### src/rtl/cache_ctrl_pkg.sv
// Shared types and constants for the N-way cache controller slice.
package cache_ctrl_pkg;

  localparam int unsigned DEF_WAYS    = 2;
  localparam int unsigned DEF_WORDS   = 4;
  localparam int unsigned DEF_MEM_LAT = 2;

  typedef enum logic [2:0] {
    IDLE,
    COMPARE,
    EVICT,
    FILL,
    RETRY
  } state_t;

  function automatic int unsigned clog2(input int unsigned v);
    int unsigned r;
    r = 0;
    for (int unsigned i = 0; i < 32; i++) begin
      if ((64'd1 << i) < 64'(v)) r = i + 1;
    end
    return r;
  endfunction

endpackage

### src/rtl/cache_victim_sel.sv
// Victim way picker: lowest invalid way, else the round-robin pointer.
module cache_victim_sel
  import cache_ctrl_pkg::*;
#(
  parameter int unsigned WAYS = DEF_WAYS
) (
  input  logic            clk,
  input  logic            rst,
  input  logic [WAYS-1:0] valid,
  input  logic            advance,
  output logic [WAYS-1:0] victim,
  output logic            all_valid
);

  localparam int unsigned PW = (WAYS > 1) ? clog2(WAYS) : 1;

  logic [PW-1:0]   rr_ptr;
  logic [WAYS-1:0] first_inv;
  logic            found;

  always_comb begin
    first_inv = '0;
    found     = 1'b0;
    for (int i = 0; i < WAYS; i++) begin
      if (!found && !valid[i]) begin
        first_inv[i] = 1'b1;
        found        = 1'b1;
      end
    end
  end

  assign all_valid = &valid;
  assign victim    = all_valid ? (WAYS'(1) << rr_ptr) : first_inv;

  // Pointer moves only when a full set forced a round-robin pick.
  always_ff @(posedge clk) begin
    if (rst) begin
      rr_ptr <= '0;
    end else if (advance) begin
      rr_ptr <= (rr_ptr == PW'(WAYS - 1)) ? '0 : rr_ptr + PW'(1);
    end
  end

endmodule

### src/rtl/cache_ctrl_nway_fsm.sv
// N-way, W-word cache controller: compare, writeback, pipelined fill, retry.
module cache_ctrl_nway_fsm
  import cache_ctrl_pkg::*;
#(
  parameter int unsigned WAYS    = DEF_WAYS,
  parameter int unsigned WORDS   = DEF_WORDS,
  parameter int unsigned MEM_LAT = DEF_MEM_LAT
) (
  input  logic                      clk,
  input  logic                      rst,
  input  logic                      enable,
  input  logic                      rd,
  input  logic                      wr,
  input  logic [WAYS-1:0]           hit,
  input  logic [WAYS-1:0]           valid,
  input  logic [WAYS-1:0]           dirty,
  output logic [WAYS-1:0]           way_sel,
  output logic                      cache_comp,
  output logic                      cache_write,
  output logic                      cache_valid_in,
  output logic [clog2(WORDS)-1:0]   cache_offset,
  output logic                      mem_rd,
  output logic                      mem_wr,
  output logic [clog2(WORDS)-1:0]   mem_offset,
  output logic                      mem_tag_sel,
  output logic                      done,
  output logic                      cache_hit,
  output logic                      stall,
  output logic                      err
);

  localparam int unsigned OW        = clog2(WORDS);
  localparam int unsigned CW        = clog2(WORDS + MEM_LAT) + 1;
  localparam int unsigned FILL_LAST = WORDS + MEM_LAT - 1;

  state_t          state, state_n;
  logic [CW-1:0]   cnt, cnt_n;
  logic            op_wr, op_wr_n;
  logic [WAYS-1:0] victim, victim_n, vsel;
  logic            all_valid, advance, any_hit;
  logic            err_q, err_n;

  logic [WAYS-1:0] way_sel_n;
  logic            cache_comp_n, cache_write_n, valid_in_n;
  logic [OW-1:0]   cache_offset_n, mem_offset_n;
  logic            mem_rd_n, mem_wr_n, tag_sel_n;

  cache_victim_sel #(.WAYS(WAYS)) u_victim (
    .clk       (clk),
    .rst       (rst),
    .valid     (valid),
    .advance   (advance),
    .victim    (vsel),
    .all_valid (all_valid)
  );

  assign any_hit = |(hit & valid);

  always_comb begin
    state_n  = state;
    cnt_n    = cnt;
    op_wr_n  = op_wr;
    victim_n = victim;
    advance  = 1'b0;
    err_n    = 1'b0;
    case (state)
      IDLE: begin
        if (enable) begin
          if (rd ^ wr) begin
            state_n = COMPARE;
            op_wr_n = wr;
          end else if (rd && wr) begin
            err_n = 1'b1;
          end
        end
      end
      COMPARE: begin
        if (any_hit) begin
          state_n = IDLE;
        end else begin
          victim_n = vsel;
          advance  = all_valid;
          cnt_n    = '0;
          state_n  = (|(vsel & valid & dirty)) ? EVICT : FILL;
        end
      end
      EVICT: begin
        if (cnt == CW'(WORDS - 1)) begin
          cnt_n   = '0;
          state_n = FILL;
        end else begin
          cnt_n = cnt + CW'(1);
        end
      end
      FILL: begin
        if (cnt == CW'(FILL_LAST)) begin
          cnt_n   = '0;
          state_n = RETRY;
        end else begin
          cnt_n = cnt + CW'(1);
        end
      end
      RETRY:   state_n = IDLE;
      default: state_n = IDLE;
    endcase
  end

  // Strobes are decoded from the upcoming state so they leave a register.
  always_comb begin
    way_sel_n      = '0;
    cache_comp_n   = 1'b0;
    cache_write_n  = 1'b0;
    valid_in_n     = 1'b0;
    cache_offset_n = '0;
    mem_rd_n       = 1'b0;
    mem_wr_n       = 1'b0;
    mem_offset_n   = '0;
    tag_sel_n      = 1'b0;
    case (state_n)
      COMPARE, RETRY: begin
        way_sel_n     = '1;
        cache_comp_n  = 1'b1;
        cache_write_n = op_wr_n;
      end
      EVICT: begin
        way_sel_n      = victim_n;
        cache_offset_n = OW'(cnt_n);
        mem_wr_n       = 1'b1;
        mem_offset_n   = OW'(cnt_n);
        tag_sel_n      = 1'b1;
      end
      FILL: begin
        if (cnt_n < CW'(WORDS)) begin
          mem_rd_n     = 1'b1;
          mem_offset_n = OW'(cnt_n);
        end
        // Valid goes in with the last word so an aborted fill stays invalid.
        if (cnt_n >= CW'(MEM_LAT)) begin
          way_sel_n      = victim_n;
          cache_write_n  = 1'b1;
          cache_offset_n = OW'(cnt_n - CW'(MEM_LAT));
          valid_in_n     = (cnt_n == CW'(FILL_LAST));
        end
      end
      default: ;
    endcase
  end

  always_ff @(posedge clk) begin
    if (rst) begin
      state          <= IDLE;
      cnt            <= '0;
      op_wr          <= 1'b0;
      victim         <= '0;
      err_q          <= 1'b0;
      stall          <= 1'b0;
      way_sel        <= '0;
      cache_comp     <= 1'b0;
      cache_write    <= 1'b0;
      cache_valid_in <= 1'b0;
      cache_offset   <= '0;
      mem_rd         <= 1'b0;
      mem_wr         <= 1'b0;
      mem_offset     <= '0;
      mem_tag_sel    <= 1'b0;
    end else begin
      state          <= state_n;
      cnt            <= cnt_n;
      op_wr          <= op_wr_n;
      victim         <= victim_n;
      err_q          <= err_n;
      stall          <= (state_n != IDLE);
      way_sel        <= way_sel_n;
      cache_comp     <= cache_comp_n;
      cache_write    <= cache_write_n;
      cache_valid_in <= valid_in_n;
      cache_offset   <= cache_offset_n;
      mem_rd         <= mem_rd_n;
      mem_wr         <= mem_wr_n;
      mem_offset     <= mem_offset_n;
      mem_tag_sel    <= tag_sel_n;
    end
  end

  // Completion depends on the tag result seen in the same compare cycle.
  assign cache_hit = (state == COMPARE) && any_hit;
  assign done      = cache_hit || (state == RETRY);
  assign err       = err_q || ((state == RETRY) && !(|hit));

endmodule

### config.mk
export PLATFORM = sky130hd
export DESIGN_NAME = cache_ctrl_nway_fsm
export DESIGN_NICKNAME = d
export VERILOG_FILES = /design/src/rtl/cache_ctrl_pkg.sv /design/src/rtl/cache_victim_sel.sv /design/src/rtl/cache_ctrl_nway_fsm.sv
export SDC_FILE = /design/constraint.sdc
export NUM_CORES = 1
export LEC_CHECK = 0
export ABC_AREA = 1
export BUFFER_PORTS_ARGS = -buffer_cell sky130_fd_sc_hd__buf_2
export CAP_MARGIN = 20
export CORE_MARGIN = 5
export CORE_UTILIZATION = 50
export CTS_CLUSTER_SIZE = 12
export DETAILED_ROUTE_END_ITERATION = 12
export PLACE_DENSITY = 0.85
export SETUP_SLACK_MARGIN = 0.15
export SLEW_MARGIN = 20
export SYNTH_ARGS = -nofsm -noshare
export SYNTH_HDL_FRONTEND = slang
export SYNTH_SLANG_ARGS = --single-unit
### constraint.sdc
create_clock -name clk -period 2.95 [get_ports clk]
set_clock_uncertainty 0.15 [all_clocks]
set_input_delay 0.59 -clock clk [delete_from_list [all_inputs] [get_ports clk]]
set_output_delay 0.59 -clock clk [all_outputs]
set_load 0.01 [all_outputs]
==> results.md <==
- Adder-cell share of the synthesized area: 3.36%
- Clock slew at reported path FFs: 0.12 ns
- Worst VDD drop: 0.340 mV
- First-pass iteration count of the detailed router: 4
- Fin crit share: 69.1%
- Slew headroom: 75.6%
- Vias: 1024
- Vias per std cell: 4.88
- Grt total ovfl: 0
- Post CTS Setup Buffer Count: 0
- Vias in the first global route: 1031
- Final-stage net count: 197
- Final wirelength: 2280 um
- Mean Syn Cell Area: 7.15 um^2
- Post-synth EDFFs: 0
- Synthesis-stage register bit count: 24
- Max Freq: 491 MHz
- Setup Viol. Count Final: 0
- Power, Total: 613 uW
- WP data required: 2.21 ns
- Final min period: 2.04 ns
- Share of layout cells above drive strength 1: 26.4%
- CP max-delay cell: dfxtp_1
- Seq/Total Area, Yosys: 43.0%
- DRT antenna net count: 0
- Setup CP Type: reg -> out
- Syn nets: 170
- Synth Area in Compound Gates: 6.61%
- CTS Buf Count: 3
- CTS tree: built
- CTS Hold Bufs: 0
- Routed WL per cell: 10.8 um
- Setup TNS Final: 0 ns
- Site Rows: 17
- Mapped Area: 1120 um^2
- Max Root-Sink Buffers: 2
- H-tree levels: 1
- Initial drt markers: 36
- Max Slew Vio Count: 0
- Largest net degree at the start of global routing: 17
- YS warnings: 0
- Synth Area in XOR/XNOR: 0.785%
- Root Driver: clkbuf_4
- I/O Buffers: 26
- Crit path capture type: output port
- Main combinational cell family by area after synthesis: simple AND/OR/NAND/NOR gates
- Die Ht: 57.2 um
- Outcome: finished clean
- Clk Latency, worst-skew pair: 0.32 ns
- Layout area overhead: 16.3%
- Distinct cell type count after synthesis: 21
- Core box area: 2170 um^2
- RSZ-0062 raised after global routing: no
- Prevailing post-synth register cell: dfxtp_1
- Initial Util: 51.4%
- First-pass GRT wire length: 3990 um
- Leakage: 0.000681 uW
- CTS Sinks: 24
- Crit path max fanout: 4
- RePlAce Congestion: 0.847
- Hold Fails Final Rpt: 0
- Total Die Area: 3280 um^2
- Startpoint types: register
- Crit-path cells: nor2_1 -> inv_1 -> o21ai_0 -> buf_2
- Power Dens Cells: 472 nW/um^2
- Crit path largest cell delay: 0.37 ns
- Maxcap violations: 0
- Critical Path AT: 1.30 ns
- Gr usage total: 15.3%
- Ys async rst share: 0%
- Initial antenna violation count: 0
- Post_cts resized: 0
- Mux share of post-synthesis cell area: 0%
- Die X: 57.2 um
- Synth Area in Simple Gates: 37.0%
- Slew at the pin closest to its max-slew limit: 0.364 ns
- Post-Synthesis Cells: 156
- Fillers: 216
- DRC: 0
- # diodes: 0
- DPL Wire Length: 1740 um
- # IOs: 27
- Worst min path class: reg -> reg
[per-stage QoR]
step	instances	cell area, um^2	utilization (%)	setup WS (ns)	hold WS [ns]
2_1_floorplan	156	1120	-	1.12	0.275
3_3_place_gp	206	1260	58.1	0.944	0.303
3_5_place_dp	206	1260	58.1	0.880	0.313
4_1_cts	210	1300	59.8	0.898	0.338
5_1_grt	210	1300	59.8	0.799	0.351
6_report	210	1300	59.8	0.912	0.332
[final cells by class]
class	count	area (um^2)	share of cell area (%)
Timing Repair Buffer	26	130	10.0
Tap cell	28	35.0	2.70
Multi-Input combinational cell	106	533	41.1
Sequential cell	24	480	37.0
Clock buffer	4	36.3	2.80
Inverter	22	82.6	6.36
[worst max-delay path: cells and delay by family, from the launching register on]
kind                   cells  cell delay, ns
buffers and inverters      2            0.23
AO/OA/AOI/OAI              1            0.15
AND/OR/NAND/NOR            1            0.23
flip-flops                 1            0.37
[cells in the mapped netlist, types with 2 or more instances]
| master | n | area (um^2) |
|---|---|---|
| inv_2 | 6 | 22.5 |
| a21oi_1 | 8 | 40.0 |
| dfxtp_1 | 24 | 480 |
| nand2_1 | 44 | 165 |
| inv_1 | 16 | 60.1 |
| nor2_1 | 18 | 67.6 |
| nor2_4 | 4 | 45.0 |
| o21ai_0 | 3 | 15.0 |
| nor2_2 | 3 | 18.8 |
| nand2_2 | 3 | 18.8 |
| ha_1 | 3 | 37.5 |
| o21ai_1 | 2 | 10.0 |
| nor3_1 | 4 | 20.0 |
| clkbuf_1 | 2 | 7.51 |
| nand4_1 | 5 | 31.3 |
| nand3_1 | 6 | 30.0 |
[worst paths after layout]
path	depth (start not counted)	start	to	slack, ns
worst min-delay path	2	op_wr	op_wr	0.33
worst max register to register	12	cnt[0]	way_sel[1]	1.05
worst min register to register	2	op_wr	op_wr	0.33
worst max-delay path	4	state[0]	done	0.91
[routing by layer]
metal | up-vias | global-route usage, % | wire (um)
met1 | 456 | 16.8 | 1010
met2 | 30 | 26.4 | 1050
met3 | 5 | 3.85 | 160
met5 | - | 0 | 0
met4 | 0 | 9.27 | 52
li1 | 533 | - | -
[state kept, by name, summed over array words and instances, names as in the netlist, 2 cells and up]
register and count:
cache_offset 2, victim 2, mem_offset 2, way_sel 2, cnt 4, state 3
[logic make-up (layout without fill, tap and decap cells)]
group / after synthesis / count (layout)
flip-flops: 24 / 24
AO/OA/AOI/OAI: 14 / 14
buffers and inverters: 26 / 52
adder cells (fa/ha/maj): 3 / 3
AND/OR/NAND/NOR: 88 / 88
XOR/XNOR: 1 / 1
[power breakdown]
part / total (uW) / internal, uW / switching, uW
combinational: 97.1 / 33.5 / 63.7
sequential: 344 / 337 / 6.52
clock: 172 / 75.6 / 96.1
[cells in the final DEF, fill, tap and decap left out, types with 2 or more instances in the layout]
cell type  netlist  layout
dfxtp_1         24      24
inv_1           16      16
inv_2            6       6
o21ai_1          2       2
nor3_1           4       4
nand3_1          6       6
nor2_4           4       4
nand2_1         44      44
nor2_1          18      18
a21oi_1          8       8
nand2_2          3       3
ha_1             3       3
nor2_2           3       3
o21ai_0          3       3
nand4_1          5       5
buf_2            1      26
clkbuf_4         0       3
(Power assumes the default switching activity.)
